$ cat src/rtl/switch_toggle_bank.sv
// Multi-channel debounced switch toggler: sync, stability-count debounce, polarity-selectable edge, toggle bit.
// Define SWITCH_TOGGLE_BANK_SYNC_EN for a two-flop input synchroniser (physical pins); otherwise one input register.
module switch_toggle_ch #(
  parameter int DEBOUNCE_LIMIT = 4,
  parameter int EDGE_MODE      = 0,
  parameter int CNT_W          = 3
) (
  input  logic i_Clk,
  input  logic i_Rst_n,
  input  logic i_Switch,
  input  logic i_Toggle_Clr,
  output logic o_State,
  output logic o_Edge,
  output logic o_Toggle
);
  localparam logic [CNT_W-1:0] CNT_LAST = CNT_W'(DEBOUNCE_LIMIT - 1);

  logic             s;
  logic [CNT_W-1:0] cnt;
  logic             accept;
  logic             qual;

`ifdef SWITCH_TOGGLE_BANK_SYNC_EN
  logic meta;
  always_ff @(posedge i_Clk or negedge i_Rst_n) begin
    if (!i_Rst_n) begin
      meta <= 1'b0;
      s    <= 1'b0;
    end else begin
      meta <= i_Switch;
      s    <= meta;
    end
  end
`else
  always_ff @(posedge i_Clk or negedge i_Rst_n) begin
    if (!i_Rst_n) s <= 1'b0;
    else          s <= i_Switch;
  end
`endif

  assign accept = (s != o_State) && (cnt == CNT_LAST);

  // s is the level being accepted, so it gives the direction of the change
  always_comb begin
    qual = 1'b0;
    case (EDGE_MODE)
      0:       qual = accept & ~s;
      1:       qual = accept &  s;
      default: qual = accept;
    endcase
  end

  always_ff @(posedge i_Clk or negedge i_Rst_n) begin
    if (!i_Rst_n) begin
      cnt      <= '0;
      o_State  <= 1'b0;
      o_Edge   <= 1'b0;
      o_Toggle <= 1'b0;
    end else begin
      if (s == o_State)      cnt <= '0;
      else if (accept) begin
        cnt     <= '0;
        o_State <= s;
      end else               cnt <= cnt + CNT_W'(1);
      o_Edge <= qual;
      // clear has priority over a coincident toggle
      if (i_Toggle_Clr) o_Toggle <= 1'b0;
      else if (qual)    o_Toggle <= ~o_Toggle;
    end
  end
endmodule

module switch_toggle_bank #(
  parameter int NUM_CH         = 4,
  parameter int DEBOUNCE_LIMIT = 250000,
  parameter int EDGE_MODE      = 0
) (
  input  logic              i_Clk,
  input  logic              i_Rst_n,
  input  logic [NUM_CH-1:0] i_Switch,
  input  logic [NUM_CH-1:0] i_Toggle_Clr,
  output logic [NUM_CH-1:0] o_State,
  output logic [NUM_CH-1:0] o_Edge,
  output logic [NUM_CH-1:0] o_Toggle
);
  localparam int CNT_W = $clog2(DEBOUNCE_LIMIT + 1);

  for (genvar ch = 0; ch < NUM_CH; ch++) begin : g_ch
    switch_toggle_ch #(
      .DEBOUNCE_LIMIT (DEBOUNCE_LIMIT),
      .EDGE_MODE      (EDGE_MODE),
      .CNT_W          (CNT_W)
    ) u_ch (
      .i_Clk        (i_Clk),
      .i_Rst_n      (i_Rst_n),
      .i_Switch     (i_Switch[ch]),
      .i_Toggle_Clr (i_Toggle_Clr[ch]),
      .o_State      (o_State[ch]),
      .o_Edge       (o_Edge[ch]),
      .o_Toggle     (o_Toggle[ch])
    );
  end
endmodule

$ cat config.mk
export PLATFORM = sky130hd
export DESIGN_NAME = switch_toggle_bank
export DESIGN_NICKNAME = d
export VERILOG_FILES = /design/src/rtl/switch_toggle_bank.sv
export SDC_FILE = /design/constraint.sdc
export NUM_CORES = 1
export LEC_CHECK = 0
export CORE_MARGIN = 4
export CORE_UTILIZATION = 60
export DETAILED_ROUTE_END_ITERATION = 12
export PLACE_DENSITY_LB_ADDON = 0.15
export SETUP_SLACK_MARGIN = 0.5
export SYNTH_ARGS = -nofsm -noshare
export SYNTH_HDL_FRONTEND = slang
export SYNTH_HIERARCHICAL = 1
export SYNTH_SLANG_ARGS = --single-unit
$ cat constraint.sdc
create_clock -name i_Clk -period 2.71 [get_ports i_Clk]
set_clock_uncertainty 0.2 [all_clocks]
set_input_delay 0.6775 -clock i_Clk [delete_from_list [all_inputs] [get_ports i_Clk]]
set_output_delay 0.6775 -clock i_Clk [all_outputs]
set_load 0.05 [all_outputs]
# == Yosys cells after proc, flatten, opt, wreduce, memory -nomap -nowiden ==
# Cells that the tools add are included.
# word_totals
reg_bits,88
out_inout_bits,12
wordCells,80
input_bits,10
# classes
addsub,4
reduce_logical,12
bitwise,16
eq_ne,12
n_mux,16
# ops
cell,n
$mux 18,8
$add 18x1->18 const B,4
$eq 18x18->1 const B,4
$not 1->1,12
$mux 1,8
$reduce_and 2->1,4
$reduce_bool 2->1,4
$and 1x1->1,4
$eq 1x1->1,4
$logic_and 1x1->1,4
$ne 1x1->1,4

# == Logic depth before layout (Yosys ltp) ==
# depth
ltp_word,5
mapped_depth,7
depth_no_buf,5

# == Hierarchy ==
# The synthesis kept the hierarchy.
# modules_own_cells
module,instances,cells_each,area_each_um2,seq_area_each_um2
switch_toggle_ch,4,104,1039.7,550.5

# == Worst setup path before layout ==
# No wires, ideal clock.
# synth_timing
kind,register to register
from,register g_ch[0].u_ch.cnt[0]
to,register g_ch[0].u_ch.o_Toggle
path_stages_with_launch,7
required_ns,2.433
path_buffers,1
synth_period_minus_slack_ns,2.151
t_arrival_ns,1.873
path_slack_ns,0.559
setup_ns,0.077
path_cell_list,dfrtp_1 ha_1 nand3_2 or4_1 buf_2 or4_1 a21oi_1
# synth_via
elab_chain_cells,4
# synth_rtl
item,line,text
from (decl),19,logic [CNT_W-1:0] cnt;
from (signal assigned),64,end else cnt <= cnt + CNT_W'(1);
$eq 18x18->1,41,assign accept = (s != o_State) && (cnt == CNT_LAST);
$logic_and 1x1->1,41,
$and 1x1->1,47,0: qual = accept & ~s;
$reduce_bool 2->1 (no source line),--,
to (signal assigned),68,else if (qual) o_Toggle <= ~o_Toggle;
to (decl),14,output logic o_Toggle
# Every way passes these cells.
# A chain may end at the register's enable or synchronous reset.

# == Worst setup path in the final report ==
# layout_timing
from,register g_ch[3].u_ch.cnt[0]
to,register g_ch[3].u_ch.o_State
# layout_via
elab_chain_cells,3
# layout_rtl
item,line,text
from (decl),19,
from (signal assigned),64,
$eq 18x18->1,41,
$logic_and 1x1->1,41,
$reduce_and 2->1 (no source line),--,
to (signal assigned),63,o_State <= s;
to (decl),12,"output logic o_State,"
# Every way passes these cells.

==> results by group <==
STA
  • Fmax achieved: 0.458 GHz
  • Final Max Slew Viols: 0
  • Slew Limit Headroom: 59.6%
  • RSZ-0062 raised after global routing: true
  • Final Hold Viols: 0
  • Least-Margin Pin Slew: 0.601 ns
  • # setup viols final: 0
  • Min cycle time layout: 2.18 ns
  • Setup TNS: 0 ns
  • Final worst-path cycle share: 80.5%

Detailed routing
  • TritonRoute pass-1 iters: 4
  • Initial DRC Count: 89
  • DR vias: 3078
  • Final wirelength: 7770 um
  • Routed Antenna Nets: 0
  • Drt wl/cell: 14.3 um
  • Vias per cell: 5.66
  • Residual DRC: 0

Power
  • Psw: 540 uW
  • VDD IR max: 0.319 mV
  • Reg power frac: 59.9%
  • Switching share of power: 23.9%
  • Total Power Consumption: 2260 uW
  • PD cells: 468 nW/um^2
  • Clock share of power: 34.8%
  • LEAKAGE: 0.00189 uW
  • Int Pwr: 1720 uW
  • Part of the power in combinational logic: 5.3%

Flow run
  • Max cap viols: 0

Worst setup path
  • CP cell instances: ha_4 > nand3_4 > or4_4 > buf_4 > nor2_1 > mux2_2
  • Crit path capture type: register
  • Crit-path max FO: 5
  • Worst Reg2Reg Path Length in Cells: 6
  • CP peak stage delay: 0.55 ns
  • CP Data Required Time: 2.76 ns
  • Critical path startpoint: g_ch[3].u_ch/cnt[0]
  • WS Path Type: reg2reg
  • Crit path max-delay cell type: or4_4
  • Reg-to-Reg End: g_ch[3].u_ch/o_State
  • Worst reg-to-reg setup slack: 0.53 ns
  • WP data arrival: 2.23 ns
  • Startpoint types: register
  • R2r startpoint: g_ch[3].u_ch/cnt[0]

Floorplan
  • Initial Util: 61.6%
  • Die area: 8330 sq um
  • I/O pins: 22
  • # rows: 30
  • Die Y: 91.3 um
  • Die W: 91.3 um
  • Total core area: 6760 sq um

Yosys
  • Compound-Gate Fraction of Synth Area: 4.57%
  • Yosys warning count: 6
  • Post-synthesis simple-gate area fraction: 24.8%
  • Mapped Nets: 430
  • Synth top area cells: dfrtp_1, xnor2_1, nor2_1, nor4_1, nand4_1
  • Multiplexer share of the synthesized area: 1.08%
  • Cell variety after synth: 22
  • Synthesized-area fraction occupied by adder cells: 1.20%
  • Synth Area in XOR/XNOR: 12.6%
  • Mapped Area: 4160 sq um
  • Largest family of logic cells by synthesized area: simple AND/OR/NAND/NOR gates
  • Syn Area/Cell: 10.0 sq um
  • Seq cells post-synth: 88
  • Top-area cell type share of the netlist area: 52.9%
  • Cell taking the most area after synthesis: dfrtp_1
  • Post-Syn Instances: 416
  • Sequential-to-total area share from yosys stat: 52.9%

Place
  • DP Wirelength: 5020 um
  • GP Congestion: 0.829
  • Placed cell count: 516
  • Area after DPL: 4490 sq um
  • PortBufs: 21

Final layout
  • Fin nets: 473
  • Fill cells: 500
  • Most common cell after layout, fill and taps aside: dfrtp_1
  • Commonest cells after routing, fill and taps aside: dfrtp_1, nor2_1, xnor2_1
  • Cell area after layout: 4820 sq um
  • Register area: 2200 sq um
  • Final Util: 71.4%
  • Layout area overhead: 16.0%
  • Share of cells above drive strength 1: 15.3%
  • Post-Layout Cell Count: 544
  • Antenna cells: 0
  • Area of the multi-input gates: 1950 sq um

Worst hold path
  • Hold WC Path Type: in2async

Global routing
  • First-pass GRT wire length: 13400 um
  • Pin count of the biggest net entering global routing: 42
  • Antenna violations before repair: 0
  • Gr usage total: 19.9%
  • Vias in the first global route: 2967
  • GRT Residual Overflow: 0

Clocking
  • Worst-path clk slew: 0.08 ns
  • CTS tree: yes
  • # H-tree levels: 3
  • Clock Latency Late Sink: 0.35 ns
  • Total CTS buffers: 9
  • Clock sink count: 88
  • Root buffer cell: clkbuf_8
  • CTS Buffer Depth: 2

Status
  • Status: complete, no violations
==> worst max-delay path: cells and delay by family, from the launching register on <==
family	cells	cell delay [ns]
flops	1	0.43
mux	1	0.34
simple gates	3	0.76
fa+ha+maj	1	0.19
buf+inv	1	0.16
==> metal layers <==
| metal | vias up | wire [um] | GRT usage (%) |
|---|---|---|---|
| met5 | - | 0 | 0 |
| met4 | 0 | 87 | 6.66 |
| met3 | 10 | 330 | 5.80 |
| met2 | 49 | 3900 | 32.6 |
| met1 | 1476 | 3460 | 25.5 |
| li1 | 1543 | - | - |
==> power groups by stage <==
stage / logic, uW / clock network (uW) / registers [uW]
final: 120 / 784 / 1350
after global routing: 138 / 865 / 1350
after CTS: 102 / 808 / 1350
after detailed placement: 98.3 / 0 / 1370
after global placement: 95.9 / 0 / 1370
after floorplan: 41.2 / 0 / 1370
==> cell type report <==
type,instances,area share (%)
well taps,80,2.08
clock buffers,11,2.72
inverters,20,1.56
clock inverters,5,0.700
flip-flops and latches,88,45.7
multi-input cells,300,40.5
repair buffers,40,6.82
==> cell families (layout without fill, tap and decap cells) <==
logic type	after synthesis	count (layout)
AO/OA/AOI/OAI	28	28
flip-flops	88	88
AND/OR/NAND/NOR	204	204
XOR/XNOR	60	60
multiplexers	4	4
buffers and inverters	28	76
adder cells (fa/ha/maj)	4	4
==> repair_timing <==
item | 4_1_cts | 5_1_grt
gates resized for setup | 20 | 22
pin swaps | 0 | 10
hold buffers | 0 | 0
setup buffers | 1 | 11
endpoints found under the setup margin | 27 | 21
==> per-stage QoR <==
stage / hold slack [ns] / setup WS (ns)
final: 0.0976 / 0.528
after detailed placement: 0.279 / 0.430
after global routing: 0.128 / 0.431
after floorplan: 0.182 / 0.559
after global placement: 0.266 / 0.482
after CTS: 0.105 / 0.487
==> cells in the mapped netlist <==
| cell type | number |
|---|---|
| a31o_2 | 4 |
| nand3_2 | 4 |
| or3_1 | 4 |
| a21oi_1 | 12 |
| nor3_1 | 16 |
| nor2_1 | 80 |
| ha_1 | 4 |
| nor4_1 | 24 |
| nand2b_1 | 4 |
| nand4_1 | 20 |
| mux2_2 | 4 |
| o31ai_1 | 8 |
| nand2_1 | 12 |
| inv_1 | 20 |
| o21ai_2 | 4 |
| and3_2 | 4 |
| nand3_1 | 24 |
| buf_2 | 8 |
| dfrtp_1 | 88 |
| xnor2_1 | 48 |
| xor2_1 | 12 |
| or4_1 | 12 |
==> flip-flops by register name, indices dropped and copies added, names as in the netlist <==
| register | cells |
|---|---|
| g_ch.u_ch/cnt | 72 |
| g_ch.u_ch/o_Edge | 4 |
| g_ch.u_ch/o_State | 4 |
| g_ch.u_ch/o_Toggle | 4 |
| g_ch.u_ch/s | 4 |
==> how the worst max path moves through the flow <==
stage | to | slack, ns | cells after the start
after floorplan | g_ch[0].u_ch/o_Toggle | 0.56 | 6
after global placement | g_ch[0].u_ch/cnt[9] | 0.48 | 6
after detailed placement | g_ch[0].u_ch/cnt[2] | 0.43 | 6
after CTS | o_State[3] | 0.49 | 1
after global routing | g_ch[2].u_ch/o_Toggle | 0.43 | 5
final | g_ch[3].u_ch/o_State | 0.53 | 6
(Power assumes the default switching activity.)
